<file path="config.mk">
export PLATFORM = sky130hd
export DESIGN_NAME = hvgen_param_flat
export DESIGN_NICKNAME = d
export VERILOG_FILES = /design/src/rtl/hvgen_pkg.sv /design/src/rtl/hvgen_param_if.sv /design/src/rtl/hvgen_axis.sv /design/src/rtl/hvgen_param.sv /design/src/flat_wrapper.sv
export SDC_FILE = /design/constraint.sdc
export NUM_CORES = 1
export LEC_CHECK = 0
export ABC_AREA = 1
export BUFFER_PORTS_ARGS = -buffer_cell sky130_fd_sc_hd__buf_4
export CELL_PAD_IN_SITES_DETAIL_PLACEMENT = 0
export CELL_PAD_IN_SITES_GLOBAL_PLACEMENT = 2
export CORE_UTILIZATION = 31
export DETAILED_ROUTE_END_ITERATION = 7
export PLACE_DENSITY = 0.9
export SLEW_MARGIN = 40
export SYNTH_ARGS = -nofsm -noshare
export SYNTH_HDL_FRONTEND = slang
export SYNTH_SLANG_ARGS = --single-unit
</file>
<file path="constraint.sdc">
create_clock -name MCLK -period 5 [get_ports MCLK]
set_input_delay 0.75 -clock MCLK [delete_from_list [all_inputs] [get_ports MCLK]]
set_output_delay 0.75 -clock MCLK [all_outputs]
set_load 0.03 [all_outputs]
</file>
<file path="src/rtl/hvgen_pkg.sv">
// Shared types, default timing and the sync-edge clamp for the video timing generator.
package hvgen_pkg;

  localparam int unsigned DefCw          = 9;
  localparam int unsigned DefRgbw        = 12;
  localparam int unsigned DefHBlkEnd     = 1;
  localparam int unsigned DefHBlkStart   = 290;
  localparam int unsigned DefHSyncStart  = 311;
  localparam int unsigned DefHSyncEnd    = 342;
  localparam int unsigned DefHJumpFrom   = 342;
  localparam int unsigned DefHJumpTo     = 471;
  localparam int unsigned DefHMax        = 511;
  localparam int unsigned DefVBlkStart   = 223;
  localparam int unsigned DefVSyncStart  = 234;
  localparam int unsigned DefVSyncEnd    = 241;
  localparam int unsigned DefVJumpFrom   = 241;
  localparam int unsigned DefVJumpTo     = 491;
  localparam int unsigned DefVMax        = 511;

  typedef logic signed [3:0] ofs_t;

  // Shifted sync edge, kept inside the blanking interval before the jump.
  function automatic int clamp_edge(input int base, input ofs_t ofs, input int lo, input int hi);
    int v;
    v = base + int'(ofs);
    if (v < lo) v = lo;
    if (v > hi) v = hi;
    return v;
  endfunction

endpackage

</file>
<file path="src/rtl/hvgen_param_if.sv">
// Video timing bundle: core-side inputs and timing/pixel outputs of the generator.
interface hvgen_param_if #(
  parameter int unsigned CW   = 9,
  parameter int unsigned RGBW = 12
);
  logic                CE;
  hvgen_pkg::ofs_t     HOFS;
  hvgen_pkg::ofs_t     VOFS;
  logic [RGBW-1:0]     iRGB;
  logic [CW-1:0]       HPOS;
  logic [CW-1:0]       VPOS;
  logic [RGBW-1:0]     oRGB;
  logic                HBLK;
  logic                VBLK;
  logic                HSYN;
  logic                VSYN;
  logic                DE;
  logic                FRAME_START;
  logic                FIELD;

  modport master (
    output CE, HOFS, VOFS, iRGB,
    input  HPOS, VPOS, oRGB, HBLK, VBLK, HSYN, VSYN, DE, FRAME_START, FIELD
  );

  modport slave (
    input  CE, HOFS, VOFS, iRGB,
    output HPOS, VPOS, oRGB, HBLK, VBLK, HSYN, VSYN, DE, FRAME_START, FIELD
  );
endinterface

</file>
<file path="src/rtl/hvgen_axis.sv">
// One timing axis: counter with jump/wrap, blank flag and offset-adjusted sync flag.
module hvgen_axis import hvgen_pkg::*; #(
  parameter int unsigned CW        = 9,
  parameter bit          HasBlkEnd = 1'b1,
  parameter int unsigned BlkEnd    = 1,
  parameter int unsigned BlkStart  = 290,
  parameter int unsigned SyncStart = 311,
  parameter int unsigned SyncEnd   = 342,
  parameter int unsigned JumpFrom  = 342,
  parameter int unsigned JumpTo    = 471,
  parameter int unsigned Max       = 511
) (
  input  logic          i_clk,
  input  logic          i_rst,
  input  logic          i_step,
  input  ofs_t          i_ofs,
  output logic [CW-1:0] o_cnt,
  output logic          o_blk,
  output logic          o_syn,
  output logic          o_wrap
);

  logic [CW-1:0] r_cnt;
  logic          r_blk;
  logic          r_syn;
  logic [CW-1:0] w_sync_fall;
  logic [CW-1:0] w_sync_rise;

  assign w_sync_fall = CW'(clamp_edge(int'(SyncStart), i_ofs, int'(BlkStart) + 1, int'(JumpFrom)));
  assign w_sync_rise = CW'(clamp_edge(int'(SyncEnd), i_ofs, int'(BlkStart) + 1, int'(JumpFrom)));

  always_ff @(posedge i_clk) begin
    if (i_rst) begin
      r_cnt <= '0;
      r_blk <= 1'b1;
      r_syn <= 1'b1;
    end else if (i_step) begin
      // Without a blank-end count the blank clears at the wrap instead.
      if (HasBlkEnd && r_cnt == CW'(BlkEnd)) r_blk <= 1'b0;
      if (!HasBlkEnd && r_cnt == CW'(Max)) r_blk <= 1'b0;
      if (r_cnt == CW'(BlkStart)) r_blk <= 1'b1;
      // Rise is applied last so coincident clamped edges give a zero-width pulse.
      if (r_cnt == w_sync_fall) r_syn <= 1'b0;
      if (r_cnt == w_sync_rise) r_syn <= 1'b1;
      if (r_cnt == CW'(JumpFrom)) begin
        r_cnt <= CW'(JumpTo);
      end else if (r_cnt == CW'(Max)) begin
        r_cnt <= '0;
      end else begin
        r_cnt <= r_cnt + CW'(1);
      end
    end
  end

  assign o_cnt  = r_cnt;
  assign o_blk  = r_blk;
  assign o_syn  = r_syn;
  assign o_wrap = i_step && (r_cnt == CW'(Max));

endmodule

</file>
<file path="src/rtl/hvgen_param.sv">
// Parametrised H/V video timing generator on MCLK with a pixel clock-enable.
module hvgen_param import hvgen_pkg::*; #(
  parameter int unsigned CW           = DefCw,
  parameter int unsigned RGBW         = DefRgbw,
  parameter int unsigned H_BLK_END    = DefHBlkEnd,
  parameter int unsigned H_BLK_START  = DefHBlkStart,
  parameter int unsigned H_SYNC_START = DefHSyncStart,
  parameter int unsigned H_SYNC_END   = DefHSyncEnd,
  parameter int unsigned H_JUMP_FROM  = DefHJumpFrom,
  parameter int unsigned H_JUMP_TO    = DefHJumpTo,
  parameter int unsigned H_MAX        = DefHMax,
  parameter int unsigned V_BLK_START  = DefVBlkStart,
  parameter int unsigned V_SYNC_START = DefVSyncStart,
  parameter int unsigned V_SYNC_END   = DefVSyncEnd,
  parameter int unsigned V_JUMP_FROM  = DefVJumpFrom,
  parameter int unsigned V_JUMP_TO    = DefVJumpTo,
  parameter int unsigned V_MAX        = DefVMax
) (
  input  logic         MCLK,
  input  logic         RESET,
  hvgen_param_if.slave bus
);

  localparam bit HOk = (H_BLK_END < H_BLK_START) && (H_BLK_START < H_SYNC_START) &&
                       (H_SYNC_START <= H_SYNC_END) && (H_SYNC_END <= H_JUMP_FROM) &&
                       (H_JUMP_FROM < H_JUMP_TO) && (H_JUMP_TO <= H_MAX) && ((H_MAX >> CW) == 0);
  localparam bit VOk = (V_BLK_START < V_SYNC_START) && (V_SYNC_START <= V_SYNC_END) &&
                       (V_SYNC_END <= V_JUMP_FROM) && (V_JUMP_FROM < V_JUMP_TO) &&
                       (V_JUMP_TO <= V_MAX) && ((V_MAX >> CW) == 0);

  if (!(HOk && VOk)) begin : g_bad_params
    $error("hvgen_param: illegal timing parameter set");
  end

  ofs_t            r_hofs;
  ofs_t            r_vofs;
  logic [RGBW-1:0] r_rgb;
  logic            r_de;
  logic            r_fs;
  logic            r_field;

  logic [CW-1:0]   w_hcnt;
  logic [CW-1:0]   w_vcnt;
  logic            w_hblk;
  logic            w_vblk;
  logic            w_hsyn;
  logic            w_vsyn;
  logic            w_hwrap;
  logic            w_vwrap;
  logic            w_blank;

  hvgen_axis #(
    .CW        (CW),
    .HasBlkEnd (1'b1),
    .BlkEnd    (H_BLK_END),
    .BlkStart  (H_BLK_START),
    .SyncStart (H_SYNC_START),
    .SyncEnd   (H_SYNC_END),
    .JumpFrom  (H_JUMP_FROM),
    .JumpTo    (H_JUMP_TO),
    .Max       (H_MAX)
  ) u_h_axis (
    .i_clk  (MCLK),
    .i_rst  (RESET),
    .i_step (bus.CE),
    .i_ofs  (r_hofs),
    .o_cnt  (w_hcnt),
    .o_blk  (w_hblk),
    .o_syn  (w_hsyn),
    .o_wrap (w_hwrap)
  );

  hvgen_axis #(
    .CW        (CW),
    .HasBlkEnd (1'b0),
    .BlkEnd    (0),
    .BlkStart  (V_BLK_START),
    .SyncStart (V_SYNC_START),
    .SyncEnd   (V_SYNC_END),
    .JumpFrom  (V_JUMP_FROM),
    .JumpTo    (V_JUMP_TO),
    .Max       (V_MAX)
  ) u_v_axis (
    .i_clk  (MCLK),
    .i_rst  (RESET),
    .i_step (w_hwrap),
    .i_ofs  (r_vofs),
    .o_cnt  (w_vcnt),
    .o_blk  (w_vblk),
    .o_syn  (w_vsyn),
    .o_wrap (w_vwrap)
  );

  assign w_blank = w_hblk | w_vblk;

  // The V wrap strobe already implies CE and the H wrap, so it marks the frame wrap.
  always_ff @(posedge MCLK) begin
    if (RESET) begin
      r_hofs  <= '0;
      r_vofs  <= '0;
      r_rgb   <= '0;
      r_de    <= 1'b0;
      r_fs    <= 1'b0;
      r_field <= 1'b0;
    end else begin
      r_fs <= 1'b0;
      if (bus.CE) begin
        r_rgb <= w_blank ? '0 : bus.iRGB;
        r_de  <= ~w_blank;
      end
      if (w_vwrap) begin
        r_fs    <= 1'b1;
        r_field <= ~r_field;
        r_hofs  <= bus.HOFS;
        r_vofs  <= bus.VOFS;
      end
    end
  end

  assign bus.HPOS        = w_hcnt;
  assign bus.VPOS        = w_vcnt;
  assign bus.HBLK        = w_hblk;
  assign bus.VBLK        = w_vblk;
  assign bus.HSYN        = w_hsyn;
  assign bus.VSYN        = w_vsyn;
  assign bus.oRGB        = r_rgb;
  assign bus.DE          = r_de;
  assign bus.FRAME_START = r_fs;
  assign bus.FIELD       = r_field;

endmodule

</file>
<file path="src/flat_wrapper.sv">
// flat-port wrapper written by rule: the top's interface ports become plain ports
module hvgen_param_flat import hvgen_pkg::*;
#(
  parameter int unsigned CW           = DefCw,
  parameter int unsigned RGBW         = DefRgbw,
  parameter int unsigned H_BLK_END    = DefHBlkEnd,
  parameter int unsigned H_BLK_START  = DefHBlkStart,
  parameter int unsigned H_SYNC_START = DefHSyncStart,
  parameter int unsigned H_SYNC_END   = DefHSyncEnd,
  parameter int unsigned H_JUMP_FROM  = DefHJumpFrom,
  parameter int unsigned H_JUMP_TO    = DefHJumpTo,
  parameter int unsigned H_MAX        = DefHMax,
  parameter int unsigned V_BLK_START  = DefVBlkStart,
  parameter int unsigned V_SYNC_START = DefVSyncStart,
  parameter int unsigned V_SYNC_END   = DefVSyncEnd,
  parameter int unsigned V_JUMP_FROM  = DefVJumpFrom,
  parameter int unsigned V_JUMP_TO    = DefVJumpTo,
  parameter int unsigned V_MAX        = DefVMax
)
  (MCLK, RESET, bus_CE, bus_HOFS, bus_VOFS, bus_iRGB, bus_HPOS, bus_VPOS, bus_oRGB, bus_HBLK, bus_VBLK, bus_HSYN, bus_VSYN, bus_DE, bus_FRAME_START, bus_FIELD);
  hvgen_param_if #(.CW(CW), .RGBW(RGBW)) bus_i ();
  input  logic MCLK;
  input  logic RESET;
  input wire logic [$bits(bus_i.CE)-1:0] bus_CE;
  input wire logic [$bits(bus_i.HOFS)-1:0] bus_HOFS;
  input wire logic [$bits(bus_i.VOFS)-1:0] bus_VOFS;
  input wire logic [$bits(bus_i.iRGB)-1:0] bus_iRGB;
  output wire logic [$bits(bus_i.HPOS)-1:0] bus_HPOS;
  output wire logic [$bits(bus_i.VPOS)-1:0] bus_VPOS;
  output wire logic [$bits(bus_i.oRGB)-1:0] bus_oRGB;
  output wire logic [$bits(bus_i.HBLK)-1:0] bus_HBLK;
  output wire logic [$bits(bus_i.VBLK)-1:0] bus_VBLK;
  output wire logic [$bits(bus_i.HSYN)-1:0] bus_HSYN;
  output wire logic [$bits(bus_i.VSYN)-1:0] bus_VSYN;
  output wire logic [$bits(bus_i.DE)-1:0] bus_DE;
  output wire logic [$bits(bus_i.FRAME_START)-1:0] bus_FRAME_START;
  output wire logic [$bits(bus_i.FIELD)-1:0] bus_FIELD;
  assign bus_i.CE = bus_CE;
  assign bus_i.HOFS = bus_HOFS;
  assign bus_i.VOFS = bus_VOFS;
  assign bus_i.iRGB = bus_iRGB;
  assign bus_HPOS = bus_i.HPOS;
  assign bus_VPOS = bus_i.VPOS;
  assign bus_oRGB = bus_i.oRGB;
  assign bus_HBLK = bus_i.HBLK;
  assign bus_VBLK = bus_i.VBLK;
  assign bus_HSYN = bus_i.HSYN;
  assign bus_VSYN = bus_i.VSYN;
  assign bus_DE = bus_i.DE;
  assign bus_FRAME_START = bus_i.FRAME_START;
  assign bus_FIELD = bus_i.FIELD;
  hvgen_param #(.CW(CW), .RGBW(RGBW), .H_BLK_END(H_BLK_END), .H_BLK_START(H_BLK_START), .H_SYNC_START(H_SYNC_START), .H_SYNC_END(H_SYNC_END), .H_JUMP_FROM(H_JUMP_FROM), .H_JUMP_TO(H_JUMP_TO), .H_MAX(H_MAX), .V_BLK_START(V_BLK_START), .V_SYNC_START(V_SYNC_START), .V_SYNC_END(V_SYNC_END), .V_JUMP_FROM(V_JUMP_FROM), .V_JUMP_TO(V_JUMP_TO), .V_MAX(V_MAX)) u_core (.MCLK(MCLK), .RESET(RESET), .bus(bus_i));
endmodule
</file>
; ---- Word-level counts from Yosys, hierarchy flattened
; Cells that the tools add are included.
[totals]
regBits = 45
inputBits = 23
out_inout_bits = 37
word_cells = 72
[op_classes]
add_sub_neg = 6
order_cmp = 8
n_eq_ne = 11
mux = 22
n_bitwise = 3
n_reduce_logical = 10
[ops]
columns = op, count
row1 = 32-bit 2-to-1 mux, 4
row2 = 9-bit 2-to-1 mux, 8
row3 = "32-bit by 10-bit greater-than comparator with 1-bit output, second input constant", 2
row4 = "32-bit by 9-bit greater-than comparator with 1-bit output, second input constant", 2
row5 = 9-bit == test, 4
row6 = "9-bit == test, second input constant", 4
row7 = "32-bit by 10-bit < comparator with 1-bit output, second input constant", 1
row8 = "32-bit by 9-bit < comparator with 1-bit output, second input constant", 1
row9 = "10-bit by 4-bit adder with 11-bit output, first input constant", 2
row10 = "9-bit by 4-bit adder with 10-bit output, first input constant", 2
row11 = "9-bit by 1-bit adder with 9-bit output, second input constant", 2
row12 = "9-bit by 8-bit == test with 1-bit output, second input constant", 2
row13 = 12-bit 2-to-1 mux, 1
row14 = "11-bit by 10-bit < comparator with 1-bit output, second input constant", 1
row15 = "10-bit by 9-bit < comparator with 1-bit output, second input constant", 1
row16 = "9-bit by 1-bit == test with 1-bit output, second input constant", 1
row17 = 1-bit 2-to-1 mux, 9
row18 = 2-bit AND reduction, 4
row19 = 2-bit nonzero test, 4
row20 = 1-bit logical AND, 2
row21 = 1-bit inverter, 2
row22 = 1-bit OR, 1

; ---- Longest topological paths before layout
; Gate-level depths: netlist of run 1.
[depth]
depth_word = 8
mapped_depth = 16
depth_no_buf = 16

; ---- Modules after synthesis
; From an unflattened synthesis of run 1, not the netlist that was laid out.
[hier_totals]
hier_cells = 441
area_unflattened_um2 = 2874.0
[by_module_without_submodules]
columns = mod, n_inst, cells_each, area_per_inst_um2, seq_area_each_um2
row1 = hvgen_axis at u_core.u_h_axis, 1, 171, 1028.5, 220.2
row2 = hvgen_axis at u_core.u_v_axis, 1, 172, 1011.0, 220.2
row3 = hvgen_param, 1, 98, 834.6, 460.4

; ---- Worst setup path after synthesis of run 1
; Ideal clock, no wire load.
[synth_path]
path_type = register to register
startpoint = register u_core.u_h_axis.r_cnt[1], in the netlist u_core.u_h_axis.o_cnt[1]
endpoint = register u_core.u_v_axis.r_blk, in the netlist u_core.u_v_axis.o_blk
setup_time_ns = 0.115
arrival_ns = 2.257
required_ns = 4.885
setup_slack_ns = 2.629
path_stages_with_launch = 13
path_buffers = 1
period_less_slack_ns = 2.371
path_cell_list = dfxtp_1 > ha_1 > nand3_1 > nor2_1 > nand2_1 > nor3_1 > ha_1 > nand2_1 > inv_1 > nand2_1 > buf_4 > a21oi_1 > nand2_1
[synth_between]
elab_chain_len = 3
[synth_rtl]
columns = item, line_no
row1 = from (decl), hvgen_axis.sv:23  ; logic [CW-1:0] r_cnt;
row2 = from (signal assigned), hvgen_axis.sv:46  ; r_cnt <= CW'(JumpTo);
row3 = from (signal assigned), hvgen_axis.sv:50  ; r_cnt <= r_cnt + CW'(1);
row4 = 9-bit == test, hvgen_axis.sv:58  ; assign o_wrap = i_step && (r_cnt == CW'(Max));
row5 = 1-bit logical AND, hvgen_axis.sv:58
row6 = 2-bit AND reduction (no line), --
row7 = to (signal assigned), hvgen_axis.sv:39  ; if (HasBlkEnd && r_cnt == CW'(BlkEnd)) r_blk <= 1'b0;
row8 = to (signal assigned), hvgen_axis.sv:40  ; if (!HasBlkEnd && r_cnt == CW'(Max)) r_blk <= 1'b0;
row9 = to (signal assigned), hvgen_axis.sv:41  ; if (r_cnt == CW'(BlkStart)) r_blk <= 1'b1;
row10 = to (decl), hvgen_axis.sv:24  ; logic r_blk;
; Every way passes these cells.
; A chain may end at the register's enable or synchronous reset.

; ---- Worst setup path after layout of run 1
[layout_path]
startpoint = register u_core.u_h_axis.r_cnt[1], in the netlist u_core.u_h_axis.o_cnt[1]
endpoint = register u_core.r_hofs[0]
[layout_between]
elab_chain_len = 3
[layout_rtl]
columns = item, line_no
row1 = 9-bit == test, hvgen_axis.sv:58
row2 = 1-bit logical AND (2 in series), hvgen_axis.sv:58
row3 = to (signal assigned), hvgen_param.sv:114  ; r_hofs <= bus.HOFS;
row4 = to (decl), hvgen_param.sv:35  ; ofs_t r_hofs;
; Every way passes these cells.

==> results.txt, run 1 <==
cts hold-fix bufs: 0
commonest non-fill, non-tap cell in the layout: nand2_1
Die X: 95.0 microns
Initial Utilization: 0.323
Buf/Inv on CP: 1
number of fill cells: 893
number of global-route vias before repair: 2509
vias post-DR: 2670
uppermost layer routed: met4
Longest Clk Path Bufs: 2
Worst Tran Pin Value: 756 ps
delay-heaviest family, CP: simple AND/OR/NAND/NOR gates
Synth Area in Simple Gates: 0.303
Post-Syn Area: 2680 sq um
Met3 Wirelength: 389 microns
first-pass GRT wire length: 12100 microns
largest family of logic cells by synthesized area: simple AND/OR/NAND/NOR gates
Avg WL per Cell: 13.0 microns
multiplexer share of the synthesized area: 0
Die H: 95.0 microns
HPWL after DPL: 5290 microns
core area: 8300 sq um
PnR Total Power: 660 uW
gpl congestion: 0.875
Final Cycle Share: 0.579
number of max-cap violations: 0
sequential fraction of the synthesis area: 0.336
Critical Path Max Stage Delay: 500 ps
worst-path cell chain: ha_1 > nand3_1 > nor2_1 > nand2_1 > nor3_1 > ha_1 > nand2_1 > inv_1 > nand2_1 > o21ai_0 > a21oi_1
register bit count reported by yosys: 45
distinct cell type count after synthesis: 31
initial detailed-routing violation count: 109
met1 WL: 3640 microns
FP Rows: 33
Initial DRT Pass Iterations: 4
multi-input logic area: 1540 sq um
CP max FO: 19
WS Path Type: reg2reg
Mapped Cells: 399
IO Pins: 60
compound-gate portion of the synthesized area: 0.154
fin util: 0.398
clock-pin slew on the worst setup and hold paths: 90 ps
gr ovfl total: 0
Worst Path Required: 5160 ps
vias per cell: 4.77
Lkg Pwr: 0.00147 uW
ranking of synthesized cells by area: dfxtp_1, nand2_1, a21oi_1, ha_1, inv_1
H-Tree Depth: 2
Residual DRC: 0
clock skew: 8.26 ps
Mapped Nets: 437
commonest non-fill, non-tap cells in the layout: nand2_1, buf_4, inv_1
Placement Cell Area: 3210 sq um
power density over the cells: 200 nW/um^2
Post-CTS Resized: 0
Worst setup SP type: register
RSZ-0062 raised after global routing: no
Final setup viols: 0
fmax: 346 MHz
Num CTS Buffers: 5
Syn Area/Cell: 6.73 sq um
GRT Resource Usage Total: 0.171
max_slew headroom: 0.495
post-CTS setup repair buffer count: 0
Detailed Route WL: 7260 microns
Met2 Routed Length: 3180 microns
share of layout cells above drive strength 1: 0.191
final hold violation count: 0
largest net degree at the start of global routing: 27
initial antenna violation count: 0
Synthesis Warnings: 0
Synth Area in XOR/XNOR: 0.0457
sum of negative setup slack: 0 ps
post-synthesis adder-cell area fraction: 0.0699
run status: finished clean
clk root buf: clkbuf_8
port buffer count: 59
Final Instance Area: 3300 sq um
Nets: 492
cell taking the most area after synthesis: dfxtp_1
Reg area: 901 sq um
area grow syn2layout: 22.9%
die area: 9030 sq um
kind of end point of the critical path: register
crit path DAT: 3060 ps
clock sink total: 45
Min Clock Period, post-route: 2890 ps
Peak VDD IR: 110 uV
Synth top area share: 0.336
final slew viol count: 0
clk_lat worst skew: 300 ps
diode count: 0
most frequent cell on the critical path: nand2_1
CTS tree: built
ANT nets after route: 0
Hold/Removal Path Class: reg2reg
CP max stage cell: dfxtp_1
[per-layer routing]
layer,up-vias,global-route usage
li1,1404,-
met5,-,0
met2,57,0.269
met1,1204,0.241
met3,5,0.0375
met4,0,0.0303
[where the power goes]
group	switching, uW	leakage [uW]	internal (uW)	total (uW)
clock	130	0.0000445	99.3	229
combinational	36.2	0.00107	24.8	61.0
sequential	7.90	0.000364	362	370
[worst reg2reg max path, stage by stage, from the launching register on]
cell	delay [ps]
dfxtp_1	500
ha_1	250
nand3_1	110
nor2_1	160
nand2_1	100
nor3_1	150
ha_1	280
nand2_1	130
inv_1	280
nand2_1	420
o21ai_0	330
a21oi_1	60
[cell type report]
class,instances,area share
multi-input cells,291,0.466
repair buffers,59,0.134
flip-flops and latches,45,0.273
clock inverters,3,0.00645
clock buffers,5,0.0209
inverters,52,0.0592
well taps,105,0.0398
[cells by family (layout without fill, tap and decap cells)]
kind of cell,Yosys count,after routing
AOI/OAI and AO/OA,78,78
buffers and inverters,63,119
adders and majority gates,15,15
DFF,45,45
and+or+nand+nor,184,184
xor gates and xnor gates,14,14
[Yosys cell counts]
library cell,number
clkbuf_1,7
a21oi_2,1
nor3_2,1
inv_1,48
or2_2,1
o21ai_0,30
nor2_4,1
buf_4,2
o41ai_1,1
xor2_1,11
o21ai_1,1
nand3_1,32
xnor2_1,3
nor2_1,35
nor3_1,4
o21ai_2,1
dfxtp_1,45
nand3b_1,1
o22ai_1,1
nand3_2,3
inv_2,4
ha_1,15
o221ai_1,1
nand4_1,7
a21oi_1,39
o211ai_1,3
nand2_2,3
and3_1,1
buf_2,2
nand2_1,91
nor2_2,4
[state kept, by name, summed over array words and instances (netlist names), 4 cells and up]
name	flops
u_core.bus.oRGB	12
u_core.r_hofs	4
u_core.r_vofs	4
u_core.u_h_axis.o_cnt	9
u_core.u_v_axis.o_cnt	9
[per-stage QoR]
stage	setup WS [ps]	hold slack, ps	cells
2_1_floorplan	2630	499	399
3_3_place_gp	2300	452	552
3_5_place_dp	2120	459	552
4_1_cts	2110	475	560
5_1_grt	1680	495	560
6_report	2110	469	560
[final timing paths]
kind	from	end	slack, ps	depth (start not counted)
max	u_core.u_h_axis.o_cnt[1]	u_core.r_hofs[0]	2110	11
min	u_core.bus.DE	u_core.bus.DE	470	2
min reg2reg	u_core.bus.DE	u_core.bus.DE	470	2
max reg2reg	u_core.u_h_axis.o_cnt[1]	u_core.r_hofs[0]	2110	11
No activity file was read; power rests on OpenSTA's default activity.
==> run 2: changes to the inputs <==
ABC_AREA = 0   (was 1)
CORE_UTILIZATION = 28   (was 31)
PLACE_DENSITY = 0.82   (was 0.9)
clock period = 2.6 ns   (was 5 ns; I/O delays follow)
==> results.txt, run 2 <==
Post-Layout Cell Count: 521
crit path DAT: 2440 ps
Num CTS Buffers: 5
RSZ-0062 raised after global routing: no
core area: 9240 sq um
Syn Area/Cell: 7.99 sq um
post-placement cell count: 513
Die H: 99.5 microns
largest net degree at the start of global routing: 47
number of max-cap violations: 0
GRT Resource Usage Total: 0.144
Worst Tran Pin Value: 617 ps
max FFs per register: 12
Post-synth EDFFs: 0
gr ovfl total: 0
commonest non-fill, non-tap cell in the layout: buf_4
post-CTS setup repair buffer count: 0
Residual DRC: 0
top_reg_cell synth: dfxtp_1
clock skew: 7.39 ps
FP Rows: 35
initial detailed-routing violation count: 94
Die X: 99.5 microns
H-Tree Depth: 2
ranking of synthesized cells by area: dfxtp_1, ha_1, nand2_1, a21oi_1, nor2_1
sequential fraction of the synthesis area: 0.339
commonest non-fill, non-tap cells in the layout: buf_4, dfxtp_1, nand2_1
area grow syn2layout: 25.4%
commonest cells in the netlist: dfxtp_1, nand2_1, nor2_1
initial antenna violation count: 0
Final Cycle Share: 0.864
Buf/Inv on CP: 0
port buffer count: 59
Post-synth ARST share: 0
power density over the cells: 376 nW/um^2
distinct cell type count after synthesis: 54
final hold violation count: 0
most frequent cell on the critical path: and3_1
CP max stage cell: dfxtp_1
clk_lat worst skew: 300 ps
max_slew headroom: 0.587
clock-pin slew on the worst setup and hold paths: 90 ps
Post-Syn Area: 2660 sq um
share of layout cells above drive strength 1: 0.224
HPWL after DPL: 5000 microns
WS Path Type: reg2reg
Worst Path Required: 2790 ps
Initial Utilization: 0.288
Nets: 429
Peak VDD IR: 191 uV
clk root buf: clkbuf_8
Mapped Cells: 333
number of fill cells: 993
gpl congestion: 0.775
Final setup viols: 0
CP max FO: 3
Synthesis Warnings: 0
Worst setup SP type: register
first-pass GRT wire length: 11800 microns
Lkg Pwr: 0.00130 uW
Avg WL per Cell: 13.4 microns
Mapped Nets: 371
Detailed Route WL: 7000 microns
worst-path cell chain: ha_1 > and3_1 > and3_1 > and3_1 > ha_1 > and2_1 > nand2_1 > nor4_1 > a41oi_1 > a41o_1
most numerous cell in the Yosys netlist: dfxtp_1
Synth top area share: 0.339
sum of negative setup slack: 0 ps
ANT nets after route: 0
Reg area: 901 sq um
Post-CTS Resized: 0
run status: finished clean
vias post-DR: 2574
CTS tree: built
die area: 9890 sq um
final slew viol count: 0
IO Pins: 60
multi-input logic area: 1590 sq um
cts hold-fix bufs: 0
Initial DRT Pass Iterations: 4
kind of end point of the critical path: register
Critical Path Max Stage Delay: 350 ps
clock sink total: 45
vias per cell: 4.94
fmax: 445 MHz
cell taking the most area after synthesis: dfxtp_1
Hold/Removal Path Class: in2reg
delay-heaviest family, CP: simple AND/OR/NAND/NOR gates
diode count: 0
Min Clock Period, post-route: 2250 ps
number of global-route vias before repair: 2427
Longest Clk Path Bufs: 2
register bit count reported by yosys: 45
## run 2: cell types whose count changed after synthesis, moves of 5 or more
cell / change
nand2_1: -55
inv_1: -35
nand3_1: -21
a21oi_1: -14
a22oi_1: +13
and3_1: +12
o21ai_0: -12
nor3_1: +10
xnor2_1: +10
clkbuf_1: +8
xor2_1: -7
nand4_1: -6
a211oi_1: +5
## run 2: cell families (layout without fill, tap and decap cells)
group | Yosys count | in the layout | synth area share
flip-flops | 45 | 45 | 0.339
AND/OR/NAND/NOR | 136 | 136 | 0.261
XOR/XNOR | 17 | 17 | 0.0560
buffers and inverters | 34 | 93 | 0.0640
adder cells (fa/ha/maj) | 15 | 15 | 0.0706
AO/OA/AOI/OAI | 86 | 86 | 0.210
## run 2: final cells by class
class,count,share of cell area
sequential,45,0.270
multi-input combinational,254,0.476
timing repair buffer,72,0.162
clock inverter,2,0.00412
inverter,13,0.0146
tap,129,0.0484
clock buffer,6,0.0247
## run 2: per-layer routing
layer | share of wire | routed length [microns] | GRT usage | up-vias
met4 | 0.011 | 74 | 0.0351 | 0
met5 | 0 | 0 | 0 | -
met2 | 0.47 | 3270 | 0.240 | 50
li1 | - | - | - | 1311
met3 | 0.040 | 280 | 0.0246 | 8
met1 | 0.48 | 3380 | 0.194 | 1205
## run 2: where the power goes
group,switching (uW),leakage (uW),internal [uW],total (uW)
Clock,245,0.0000512,216,461
Combinational,54.3,0.000885,43.0,97.3
Sequential,4.67,0.000363,693,698
Total,304,0.00130,952,1260
## run 2: worst paths after layout
| check | startpoint | endpoint | slack [ps] | cells past startpoint |
|---|---|---|---|---|
| worst max-delay path | u_core.u_h_axis.o_cnt[1] | u_core.u_v_axis.o_syn | 350 | 10 |
| worst min register to register | u_core.bus.DE | u_core.bus.DE | 500 | 2 |
| worst min-delay path | bus_iRGB[1] | u_core.bus.oRGB[1] | 320 | 3 |
| worst max register to register | u_core.u_h_axis.o_cnt[1] | u_core.u_v_axis.o_syn | 350 | 10 |
## run 2: per-stage QoR
step	hold WS, ps	setup WS [ps]	power, uW	util	cell area, sq um
after global routing	318	80.1	1310	0.361	3340
final	315	352	1260	0.361	3340
after floorplan	483	127	768	-	2660
after CTS	310	343	1270	0.361	3340
after detailed placement	485	361	812	0.351	3240
after global placement	473	442	812	0.351	3240
## run 2: tightest hold or removal path, cell delays in order
cell and delay (ps):
buf_4 80, a22oi_1 50, nor2_1 70
